$ cat src/rtl/mp3_ram_fetch_arbiter.sv
// Arbitrates the single-port sample RAM between host bus accesses and MP3
// playback prefetch, which fills a small word FIFO feeding the descrambler.
module mp3_ram_fetch_arbiter #(
    parameter int ADDR_WIDTH = 24,
    parameter int FIFO_DEPTH = 4,
    parameter int LOW_WATER  = 1
) (
    input  logic                  clk,
    input  logic                  reset,
    input  logic                  enable,
    input  logic                  hostReq,
    input  logic                  hostWrite,
    input  logic [ADDR_WIDTH-1:0] hostAddr,
    input  logic [15:0]           hostWData,
    output logic [15:0]           hostRData,
    output logic                  hostAck,
    output logic                  ramReq,
    output logic                  ramWrite,
    output logic [ADDR_WIDTH-1:0] ramAddr,
    output logic [15:0]           ramWData,
    input  logic [15:0]           ramRData,
    input  logic                  ramAck,
    output logic                  feederReady,
    input  logic                  feederAddrWrite,
    input  logic [ADDR_WIDTH-1:0] feederAddrWData,
    output logic [ADDR_WIDTH-1:0] feederAddr,
    output logic [15:0]           wordOut,
    output logic                  wordReady,
    input  logic                  wordAck
);

    localparam int PTR_WIDTH = $clog2(FIFO_DEPTH);
    localparam int CNT_WIDTH = PTR_WIDTH + 1;
    localparam logic [CNT_WIDTH-1:0] FULL_COUNT = CNT_WIDTH'(FIFO_DEPTH);
    localparam logic [CNT_WIDTH-1:0] LOW_COUNT  = CNT_WIDTH'(LOW_WATER);

    typedef enum logic [1:0] {
        IDLE,
        HOST,
        MP3
    } state_t;

    state_t state, next_state;

    logic [15:0]          fifo_mem [FIFO_DEPTH];
    logic [PTR_WIDTH-1:0] head, tail;
    logic [CNT_WIDTH-1:0] count;

    logic seek, push, pop, mp3_want, host_want, grant_host, grant_mp3;

    assign feederReady = (state != MP3);
    assign seek        = feederAddrWrite & feederReady;
    assign push        = (state == MP3) & ramAck;
    assign pop         = wordAck & (count != '0);
    assign mp3_want    = enable & (count != FULL_COUNT) & ~feederAddrWrite;
    // hostReq is still high during the hostAck cycle; that must not re-grant
    assign host_want   = hostReq & ~hostAck;

    assign wordReady = (count != '0);
    assign wordOut   = wordReady ? fifo_mem[head] : '0;

    always_ff @(posedge clk or posedge reset) begin
        if (reset) state <= IDLE;
        else       state <= next_state;
    end

    always_comb begin
        next_state = state;
        grant_host = 1'b0;
        grant_mp3  = 1'b0;
        case (state)
            IDLE: begin
                if (host_want && (!mp3_want || count > LOW_COUNT)) begin
                    grant_host = 1'b1;
                    next_state = HOST;
                end else if (mp3_want) begin
                    grant_mp3  = 1'b1;
                    next_state = MP3;
                end
            end
            HOST: if (ramAck) next_state = IDLE;
            MP3:  if (ramAck) next_state = IDLE;
            default: next_state = IDLE;
        endcase
    end

    always_ff @(posedge clk or posedge reset) begin
        if (reset) begin
            ramReq   <= 1'b0;
            ramWrite <= 1'b0;
            ramAddr  <= '0;
            ramWData <= '0;
        end else if (grant_host) begin
            ramReq   <= 1'b1;
            ramWrite <= hostWrite;
            ramAddr  <= hostAddr;
            ramWData <= hostWData;
        end else if (grant_mp3) begin
            ramReq   <= 1'b1;
            ramWrite <= 1'b0;
            ramAddr  <= feederAddr;
        end else if (state != IDLE && ramAck) begin
            ramReq   <= 1'b0;
            ramWrite <= 1'b0;
        end
    end

    always_ff @(posedge clk or posedge reset) begin
        if (reset) begin
            hostAck   <= 1'b0;
            hostRData <= '0;
        end else begin
            hostAck <= (state == HOST) && ramAck;
            if (state == HOST && ramAck && !ramWrite) hostRData <= ramRData;
        end
    end

    always_ff @(posedge clk or posedge reset) begin
        if (reset)     feederAddr <= '0;
        else if (seek) feederAddr <= feederAddrWData;
        else if (push) feederAddr <= feederAddr + 1'b1;
    end

    // A seek flushes the FIFO and wins over any pop in the same cycle
    always_ff @(posedge clk or posedge reset) begin
        if (reset) begin
            head  <= '0;
            tail  <= '0;
            count <= '0;
        end else if (seek) begin
            head  <= '0;
            tail  <= '0;
            count <= '0;
        end else begin
            if (push) tail <= tail + 1'b1;
            if (pop)  head <= head + 1'b1;
            case ({push, pop})
                2'b10:   count <= count + 1'b1;
                2'b01:   count <= count - 1'b1;
                default: count <= count;
            endcase
        end
    end

    always_ff @(posedge clk) begin
        if (push) fifo_mem[tail] <= ramRData;
    end

endmodule

$ cat config.mk
export PLATFORM = sky130hd
export DESIGN_NAME = mp3_ram_fetch_arbiter
export DESIGN_NICKNAME = d
export VERILOG_FILES = /design/src/rtl/mp3_ram_fetch_arbiter.sv
export SDC_FILE = /design/constraint.sdc
export NUM_CORES = 1
export LEC_CHECK = 0
export CAP_MARGIN = 5
export CORE_ASPECT_RATIO = 0.75
export CORE_MARGIN = 2
export CORE_UTILIZATION = 45
export DETAILED_ROUTE_END_ITERATION = 10
export PLACE_DENSITY = 0.76
export SYNTH_ARGS = -nofsm -noshare
export SYNTH_HDL_FRONTEND = slang
export SYNTH_SLANG_ARGS = --single-unit
export TNS_END_PERCENT = 50
$ cat constraint.sdc
create_clock -name clk -period 3.8 [get_ports clk]
set_input_delay 0.76 -clock clk [delete_from_list [all_inputs] [get_ports clk]]
set_output_delay 0.76 -clock clk [all_outputs]
set_load 0.01 [all_outputs]
### Word level (Yosys, flattened, before mapping)

Memories as Yosys holds them, arrays and structs flattened.
Index checks and enable logic that the tools add are counted.

* output and inout bits: 101
* memories kept: 1
* logic and storage cells: 78
* register bits: 92
* bits in writable memories: 64
* bits of input ports: 88

Memory list
* fifo_mem: depth 4, bits a word 16, rd ports 1, clocked after memory_dff 0, wr ports 1, line 45 `logic [15:0] fifo_mem [FIFO_DEPTH];`

* order comparisons: 1
* $add $sub $neg: 5
* multiplexer cells: 27
* bitwise gates (word level): 8
* equal/unequal tests: 8
* reductions and logical operators: 17

Operator list (count)
* 24-bit 2-to-1 mux: 4
* 24-bit by 1-bit adder with 24-bit output (second input constant): 1
* 16-bit 2-to-1 mux: 1
* 2-bit 2-to-1 mux: 7
* 1-bit 2-to-1 mux: 12
* 3-bit nonzero test: 3
* 2-bit nonzero test: 4
* 1-bit bitwise AND: 6
* 3-bit != test (second input constant): 2
* 3-bit one-hot mux with 2 select lines: 1
* 2-bit by 1-bit adder with 2-bit output (second input constant): 2
* 2-bit by 1-bit equality test with 1-bit output (second input constant): 2
* 2-bit equality test (second input constant): 2
* 1-bit logical AND: 4
* 2-bit one-hot mux with 2 select lines: 1
* 3-bit by 1-bit adder with 3-bit output (second input constant): 1
* 3-bit by 1-bit greater-than comparator with 1-bit output (second input constant): 1
* 3-bit 2-to-1 mux: 1
* 3-bit by 1-bit subtractor with 3-bit output (second input constant): 1
* 1-bit zero test: 2
* 2-bit zero test: 1
* 2-bit by 1-bit != test with 1-bit output (second input constant): 1
* 2-bit != test (second input constant): 1
* 1-bit inverter: 2
* 3 further kinds: 3

### Longest topological paths before layout

* depth in word-level cells: 10
* gate-level depth with buffers: 8
* gate-level depth less buffers: 6

### Least setup slack after synthesis

OpenSTA, ideal clock, no wires.

* path type: register to output
* from: register head[0]
* to: output port wordOut[10]
* required time: 3.040 ns
* arrival time: 1.566 ns
* slack: 1.474 ns
* stages on the path, launching flop included: 5
* cell sequence: dfrtp_1 > buf_2 > buf_2 > mux4_2 > and2_1

* word-level cells in the longest chain between the ends: 2

Ends and longest elaborated chain
* from (decl): line 46 `logic [PTR_WIDTH-1:0] head, tail;`
* from (signal assigned): line 136 `if (pop) head <= head + 1'b1;`
* memory 4 x 16 bit
* 16-bit 2-to-1 mux: line 60 `assign wordOut = wordReady ? fifo_mem[head] : '0;`
* to (decl): line 27 `output logic [15:0] wordOut,`

No other way between the ends.

### Final worst setup path

* from: register count[0]
* to: output port wordOut[15]

* word-level cells in the longest chain between the ends: 2

Ends and longest elaborated chain
* from (decl): line 47 `logic [CNT_WIDTH-1:0] count;`
* from (signal assigned): line 138 `2'b10: count <= count + 1'b1;`
* from (signal assigned): line 139 `2'b01: count <= count - 1'b1;`
* from (signal assigned): line 140 `default: count <= count;`
* 3-bit nonzero test: line 59 `assign wordReady = (count != '0);`
* 16-bit 2-to-1 mux: line 60

No other way between the ends.

==> impl_metrics.env <==
export IMPL_async_reset_ff_frac=0.590
export IMPL_n_antenna_cell=0
export IMPL_cts_sink_count=156
export IMPL_postCtsSetupBuffers=0
export IMPL_synth_xor_area_share=0.0191
export IMPL_critical_path_arrival_ns=2.63
export IMPL_wl_per_cell_um=18.7
export IMPL_synth_top_family_by_area="multiplexers"
export IMPL_pre_cts_ws_ns=0.846
export IMPL_ioPinCount=189
export IMPL_slew_headroom=0.344
export IMPL_worstPathCellList="inv_1 > ha_1 > nand2b_1 > and2_1 > clkdlybuf4s50_1"
export IMPL_worstMarginPinSlew_ns=0.984
export IMPL_syn_nets=635
export IMPL_yosys_warnings=0
export IMPL_ys_dominant_reg_cell="dfrtp_1"
export IMPL_p_per_area_mw_per_mm2=768
export IMPL_slew_viol_final=0
export IMPL_grt_max_degree=77
export IMPL_dieHeight_um=111
export IMPL_path_buf_inv=2
export IMPL_grt_total_usage=0.223
export IMPL_portBuffers=188
export IMPL_dr_total_vias=5125
export IMPL_dp_hpwl_mm=12.1
export IMPL_path_clk_slew_ns=0.06
export IMPL_worst_path_max_delay_cell="nand2b_1"
export IMPL_setup_tns_ns=0
export IMPL_grt_pass1_wl_mm=28.2
export IMPL_grt_pass1_vias=5222
export IMPL_synth_distinct_cells=48
export IMPL_layout_setup_ws_ns=0.415
export IMPL_cts_tree="yes"
export IMPL_dr_pass1_iters=5
export IMPL_finalCritPeriodShare=0.891
export IMPL_status="complete, no violations"
export IMPL_netlist_top_cells_count="92 x dfrtp_1, 69 x o21ai_0, 64 x edfxtp_1, 33 x mux2_2, 27 x nand2_1"
export IMPL_hold_slack_ns=0.503
export IMPL_critPathTopFamily="simple AND/OR/NAND/NOR gates"
export IMPL_overflow=0
export IMPL_synth_area_leaders="dfrtp_1 34%, edfxtp_1 28%, mux2_2 5.4%"
export IMPL_crit_path_start_kind="register"
export IMPL_row_count=39
export IMPL_final_net_count=813
export IMPL_viasPerCell=5.50
export IMPL_synth_seq_cells=156
export IMPL_final_hold_viol_count=0
export IMPL_p_leak_nw=3.53
export IMPL_peakVddDrop_mv=0.397
export IMPL_end_kind="primary output"
export IMPL_synth_simple_area_share=0.102
export IMPL_synth_compound_area_share=0.105
export IMPL_setup_viol=0
export IMPL_fin_worst_skew_ns=0.00787
export IMPL_initial_core_util=0.456
export IMPL_hold_path_class="reg -> reg"
export IMPL_worst_ep_required_time_ns=3.04
export IMPL_netlist_area_mm2=0.00687
export IMPL_cts_resized=0
export IMPL_max_freq_mhz=295
export IMPL_gp_congestion=0.864
export IMPL_path_max_fanout=22
export IMPL_dieArea_mm2=0.0163
export IMPL_clk_latency_ns=0.42
export IMPL_yosysTopAreaCell="dfrtp_1"
export IMPL_synth_top_cell_area_share=0.335
export IMPL_drv_cap=0
export IMPL_max_stage_delay_ns=0.63
export IMPL_drt_iter0_drc=383
export IMPL_total_power_mw=7.32
export IMPL_cts_buffers=17
export IMPL_layout_min_cycle_time_ns=3.39
export IMPL_cts_buffer_depth=2
export IMPL_muxShareOfSynthArea=0.107
export IMPL_synthMostInstantiatedCell="dfrtp_1"
export IMPL_syn2layout_area_growth_pct=38.5
export IMPL_seq_area_frac_synth=0.615
export IMPL_syn_avg_cell_area_um2=12.8
export IMPL_rsz0062_at_grt="false"
export IMPL_antenna_left=0
export IMPL_synth_fa_ha_area_frac=0.0233
export IMPL_coreArea_mm2=0.0151
export IMPL_synth_edf_count=64
export IMPL_wl_mm=17.4
export IMPL_drive_gt1_frac=0.125
export IMPL_cts_max_level=4
export IMPL_die_x_um=147
export IMPL_syn_inst=535
export IMPL_drc=0
export IMPL_critical_path_class="reg -> out"
export IMPL_clockRootBuffer="clkbuf_16"
export IMPL_antenna_found_initial=0
export IMPL_cts_hold_buf=0
-- power breakdown --
part / total [mW] / switching [mW] / internal [mW]
combinational: 2.93 / 1.31 / 1.62
clock: 1.71 / 0.664 / 1.05
sequential: 2.67 / 0.429 / 2.24
-- layer usage --
layer	up-vias	GRT usage	part of all wire
li1	2361	-	-
met1	2521	0.306	0.44
met2	223	0.343	0.46
met3	20	0.0728	0.081
met4	0	0.0621	0.012
met5	-	0	0
-- layout by cell type (no fill, tap or decap), drive strengths merged, types with 3 or more instances in the layout --
cell and n:
mux2 33, xnor2 10, clkdlybuf4s50 188, o22ai 24, ha 12, and4 5, nor3 6, nand2 27
dfrtp 92, nand2b 5, nor2 17, and2 19, clkbuf 24, or4 3, mux4 16, inv 18
and3 6, nor4 3, buf 6, o21ai 69, or3 5, a211oi 4, nand4b 3, nand4 12
a31oi 12, edfxtp 64, xor2 5, nand3 13
-- sequential cells by signal (all words and copies together) (netlist names), 2 cells and up --
name,cells
state,2
head,2
feederAddr,24
tail,2
hostRData,16
count,3
ramWData,16
ramAddr,24
fifo_mem,64
-- cells by family (layout without fill, tap and decap cells) --
family | count (synthesis) | in the layout
buf+inv | 50 | 241
xor+xnor | 15 | 15
compound gates | 124 | 124
fa+ha+maj | 13 | 13
simple gates | 128 | 128
mux | 49 | 49
flops | 156 | 156
-- area by class of cell --
class | instances | area (um^2)
Fill cell | 1095 | 5560
Clock buffer | 24 | 493
Sequential cell | 156 | 4220
Tap cell | 205 | 256
Timing Repair Buffer | 194 | 1930
Inverter | 15 | 58.8
Multi-Input combinational cell | 329 | 2460
Clock inverter | 8 | 103
-- through the flow --
| stage | util | instances | instance area (um^2) |
|---|---|---|---|
| final | 0.631 | 931 | 9520 |
| after global routing | 0.631 | 931 | 9520 |
| after floorplan | - | 535 | 6870 |
| after detailed placement | 0.592 | 899 | 8920 |
| after CTS | 0.631 | 931 | 9520 |
| after global placement | 0.592 | 899 | 8920 |
-- final timing paths --
kind	depth (start not counted)	end	start	slack (ns)
setup / recovery	5	wordOut[15]	count[0]$_DFFE_PP0P_	0.41
hold / removal	1	ramWData[14]$_DFFE_PP0N_	ramWData[14]$_DFFE_PP0N_	0.50
setup reg to reg	6	ramWData[6]$_DFFE_PP0N_	state[0]$_DFFE_PP0P_	1.05
hold reg to reg	1	ramWData[14]$_DFFE_PP0N_	ramWData[14]$_DFFE_PP0N_	0.50
max in group asynchronous	3	ramWData[0]$_DFFE_PP0N_	reset	2.08
min in group asynchronous	2	hostRData[8]$_DFFE_PP0P_	reset	0.90
Note: power is estimated with default switching activity, not from simulation.
==> variant 1 (same settings) <==
Set the parameter `FIFO_DEPTH` to 2 (it was 4).
--- a/src/rtl/mp3_ram_fetch_arbiter.sv
+++ b/src/rtl/mp3_ram_fetch_arbiter.sv
@@ -3,5 +3,5 @@
 module mp3_ram_fetch_arbiter #(
     parameter int ADDR_WIDTH = 24,
-    parameter int FIFO_DEPTH = 4,
+    parameter int FIFO_DEPTH = 2,
     parameter int LOW_WATER  = 1
 ) (
Behaviour: not the same (a bounded check fails within 10 cycles, from zero or initial values and one cycle with reset high).
==> variant 1 against the original RTL <==
Synthesized cell count shrank 16%; count of clock-buffer cells in the layout shrank 7; synthesized area shrank 23%; sequential cell count shrank 35; worst setup slack gained 0.35 ns; power shrank 12%; critical path depth shrank 2; register-to-register slack gained 0.52 ns; sequential power shrank 18%; routed wire length shrank 18%; first-iteration DRC count shrank 36%; design area shrank 16%; largest cell class unchanged; highest routed layer unchanged.
==> variant 1: results (changes against the original RTL) <==
fin_nets: 734  # -9.7%
switching_share: 0.3302  # +0.001346
synth_compound_area_frac: 0.1154  # +0.01087
rrSetupSlack_ns: 1.57  # +0.52 ns
r2r_end: "feederAddr[20]"
hold_start: "ramAddr[23]"
min_path_cells: 2  # +1
status: "finished, final reports clean"
seq_area_frac_synth: 0.6012  # -0.01349
grt_max_degree: 90  # +17%
synth-xor-area-share: 0.01321  # -0.005905
post-dp-hpwl_um: 9790  # -19%
track_usage: 0.2350  # +0.01232
cpPeakStageDelay_ns: 0.96  # +0.33 ns
synth_commonest_cells: "89 x dfrtp_1, 47 x nand2_1, 38 x o21ai_0"
slew_headroom: 0.2491  # -0.09454
synth_edf_count: 32  # -50%
grtUsageMet2: 0.3741  # +0.03105
crit_fanout: 17  # -23%
ir_drop_mv: 0.4490  # +13%
use_met3: 0.04438  # -0.02846
yosys-top-cells-area: "dfrtp_1 42%, edfxtp_1 18%, mux2_2 6.8%"
route.vias.total: 4382  # -14%
grt_first_pass_wirelength_um: 23230  # -18%
drt_iter0_drc: 246  # -36%
async_reset_ff_frac: 0.7355  # +0.1458
syn_to_final_growth_pct: 50.61
synth-adder-area-share: 0.01840  # -0.004902
final_layout_size_suffix_gt1_frac: 0.1196  # -0.005712
==> variant 1: area by class of cell <==
cell class | instances | area, um^2 | share of cell area
Clock buffer | 17 | 425.4 | 0.05327
Clock inverter | 15 | 215.2 | 0.02695
Inverter | 11 | 43.79 | 0.005483
Multi-Input combinational cell | 293 | 1964 | 0.2460
Sequential cell | 121 | 3188 | 0.3992
Tap cell | 162 | 202.7 | 0.02538
Timing Repair Buffer | 195 | 1947 | 0.2438
==> variant 1: logic make-up (layout without fill, tap and decap cells) <==
| group | Yosys count | in the layout |
|---|---|---|
| buffers and inverters | 38 | 238 |
| and+or+nand+nor | 128 | 128 |
| DFF | 121 | 121 |
| adders and majority gates | 8 | 8 |
| xor gates and xnor gates | 8 | 8 |
| muxes | 50 | 50 |
| AOI/OAI and AO/OA | 99 | 99 |
==> variant 1: critical path, delay by kind of cell (launching register included) <==
| kind | cells | cell delay (ns) |
|---|---|---|
| muxes | 1 | 0.19 |
| buffers and inverters | 1 | 0.56 |
| DFF | 1 | 0.96 |
| and+or+nand+nor | 1 | 0.16 |
==> variant 1: worst max-delay path by stage <==
| stage | from | to | depth (start not counted) |
|---|---|---|---|
| detailed placement | ramAck | feederAddr[19] | 5 |
| global placement | ramAck | feederAddr[22] | 5 |
| finish | head | wordOut[5] | 3 |
| CTS | head | wordOut[5] | 3 |
| floorplan | reset | count[0] | 1 |
| global route | head | wordOut[5] | 3 |
==> variant 1: power by group through the flow <==
stage / sequential, W / clock (W) / combinational [W]
2_1_floorplan: 0.00228 / 0 / 0.00105
3_3_place_gp: 0.00219 / 0 / 0.00243
3_5_place_dp: 0.00221 / 0 / 0.00250
4_1_cts: 0.00220 / 0.00175 / 0.00252
5_1_grt: 0.00227 / 0.00181 / 0.00269
6_report: 0.00220 / 0.00173 / 0.00249
==> variant 1: per-layer routing <==
layer	share of wire	routed length, um
met4	0.015	211
met1	0.44	6322
met2	0.49	6951
met3	0.054	772
met5	0	0
==> variant 1: metrics by stage <==
| step | cells | hold slack, ns | cell area (um^2) | total power (W) | setup slack, ns |
|---|---|---|---|---|---|
| global route | 814 | 0.4981 | 7986 | 0.006777 | 0.6621 |
| CTS | 814 | 0.4856 | 7986 | 0.006472 | 0.7382 |
| finish | 814 | 0.4813 | 7986 | 0.006424 | 0.7669 |
| global placement | 782 | 0.4604 | 7346 | 0.004623 | 1.110 |
| detailed placement | 782 | 0.4731 | 7346 | 0.004710 | 1.001 |
| floorplan | 452 | 0.4757 | 5303 | 0.003329 | 0.7331 |
==> variant 2 (same settings) <==
Made on the original files. Re-encode `state_t` (3 states) as one-hot, 3 bits wide.
--- a/src/rtl/mp3_ram_fetch_arbiter.sv
+++ b/src/rtl/mp3_ram_fetch_arbiter.sv
@@ -35,8 +35,8 @@
     localparam logic [CNT_WIDTH-1:0] LOW_COUNT  = CNT_WIDTH'(LOW_WATER);
 
-    typedef enum logic [1:0] {
-        IDLE,
-        HOST,
-        MP3
+    typedef enum logic [2:0] {
+        IDLE = 3'b001,
+        HOST = 3'b010,
+        MP3  = 3'b100
     } state_t;
 
Function: no difference found for any inputs over 4 cycles, from zero or initial values and one cycle with reset high; so few cycles prove little.
==> variant 2 against the original RTL <==
Worst setup slack better by 0.10 ns; design area grew 1.1%; first-iteration DRC count increased by 32%; routed wire length is 5.0% higher; critical path type unchanged; power is 7.5% lower; utilization rose by 0.28 points; sequential cell count grew 1; worst hold slack better by 0.0021 ns; synthesized area grew 1.3%.
==> variant 2: results (changes against the original RTL) <==
status: "finished, final reports clean"
drt_iter0_drc: 507  # +32%
worstMarginPinSlew_ns: 1.027  # +0.04232 ns
antenna_found_initial: 2  # +2
seq_area_frac_synth: 0.6108  # -0.003961
ir_drop_mv: 0.4431  # +12%
met1_usage: 0.3142  # +0.008590
use_met3: 0.05246  # -0.02038
syn-num-nets: 623  # -1.9%
routed.top_layer: "met5"
track_usage: 0.2256  # +0.002935
post-dp-hpwl_um: 12720  # +5.0%
grtUsageMet2: 0.3448  # +0.001770
grt_pass1_vias: 5277  # +1.1%
reg2reg_depth: 4  # -2
met1_length_um: 7984  # +3.7%
dpl_cell_area_mm2: 0.009025  # +1.1%
hold_end: "hostRData[15]"
cpPeakStageDelay_ns: 0.58  # -0.05 ns
rrSetupSlack_ns: 1.35  # +0.30 ns
synth_commonest_cells: "92 x dfrtp_1, 64 x edfxtp_1, 39 x o21ai_0"
finClkSkew_ns: 0.007326  # -0.0005422 ns
met2WireLength_um: 8556  # +6.3%
synth.distinct_cells: 50  # +4.2%
switching_share: 0.3193  # -0.009544
powerDensity_mw_per_mm2: 702.7  # -8.5%
-- variant 2: cell types whose count changed after synthesis, sizes merged, moves of 4 or more --
| cell | delta |
|---|---|
| or4 | +4 |
| and2 | +4 |
| o21ai | -30 |
| xnor2 | -6 |
| nand2 | -5 |
| nand3 | -4 |
| nand4 | -6 |
| o31ai | +31 |
| inv | -5 |
-- variant 2: final cells by class --
type / instances / area, um^2
Antenna cell: 1 / 2.502
Clock buffer: 18 / 439.2
Clock inverter: 14 / 157.7
Fill cell: 1128 / 5552
Inverter: 9 / 36.28
Multi-Input combinational cell: 320 / 2495
Sequential cell: 157 / 4250
Tap cell: 205 / 256.5
Timing Repair Buffer: 202 / 1987
-- variant 2: worst max path at each step --
stage | depth (start not counted) | to
finish | 5 | wordOut[8]
global route | 5 | wordOut[8]
CTS | 5 | wordOut[8]
detailed placement | 5 | ramAddr[22]
global placement | 5 | feederAddr[23]
floorplan | 1 | count[0]
-- variant 2: per-stage QoR --
stage	instances	setup slack (ns)
CTS	925	0.4856
detailed placement	893	0.7922
finish	926	0.5176
global placement	893	0.9343
global route	925	0.3474
floorplan	526	0.6213
-- variant 2: cells by family (layout without fill, tap and decap cells) --
kind of cell | after synthesis | after routing | synth area share
muxes | 48 | 48 | 0.1036
buffers and inverters | 49 | 243 | 0.03236
adders and majority gates | 9 | 9 | 0.01618
and+or+nand+nor | 125 | 125 | 0.1030
xor gates and xnor gates | 12 | 12 | 0.01708
other | 0 | 1 | 0
DFF | 157 | 157 | 0.6108
AOI/OAI and AO/OA | 126 | 126 | 0.1170
-- variant 2: critical path: cells and delay by family, from the launching register on --
family / cells / cell delay [ns]
simple gates: 2 / 0.84
flops: 1 / 0.41
buf+inv: 2 / 0.62
fa+ha+maj: 1 / 0.24
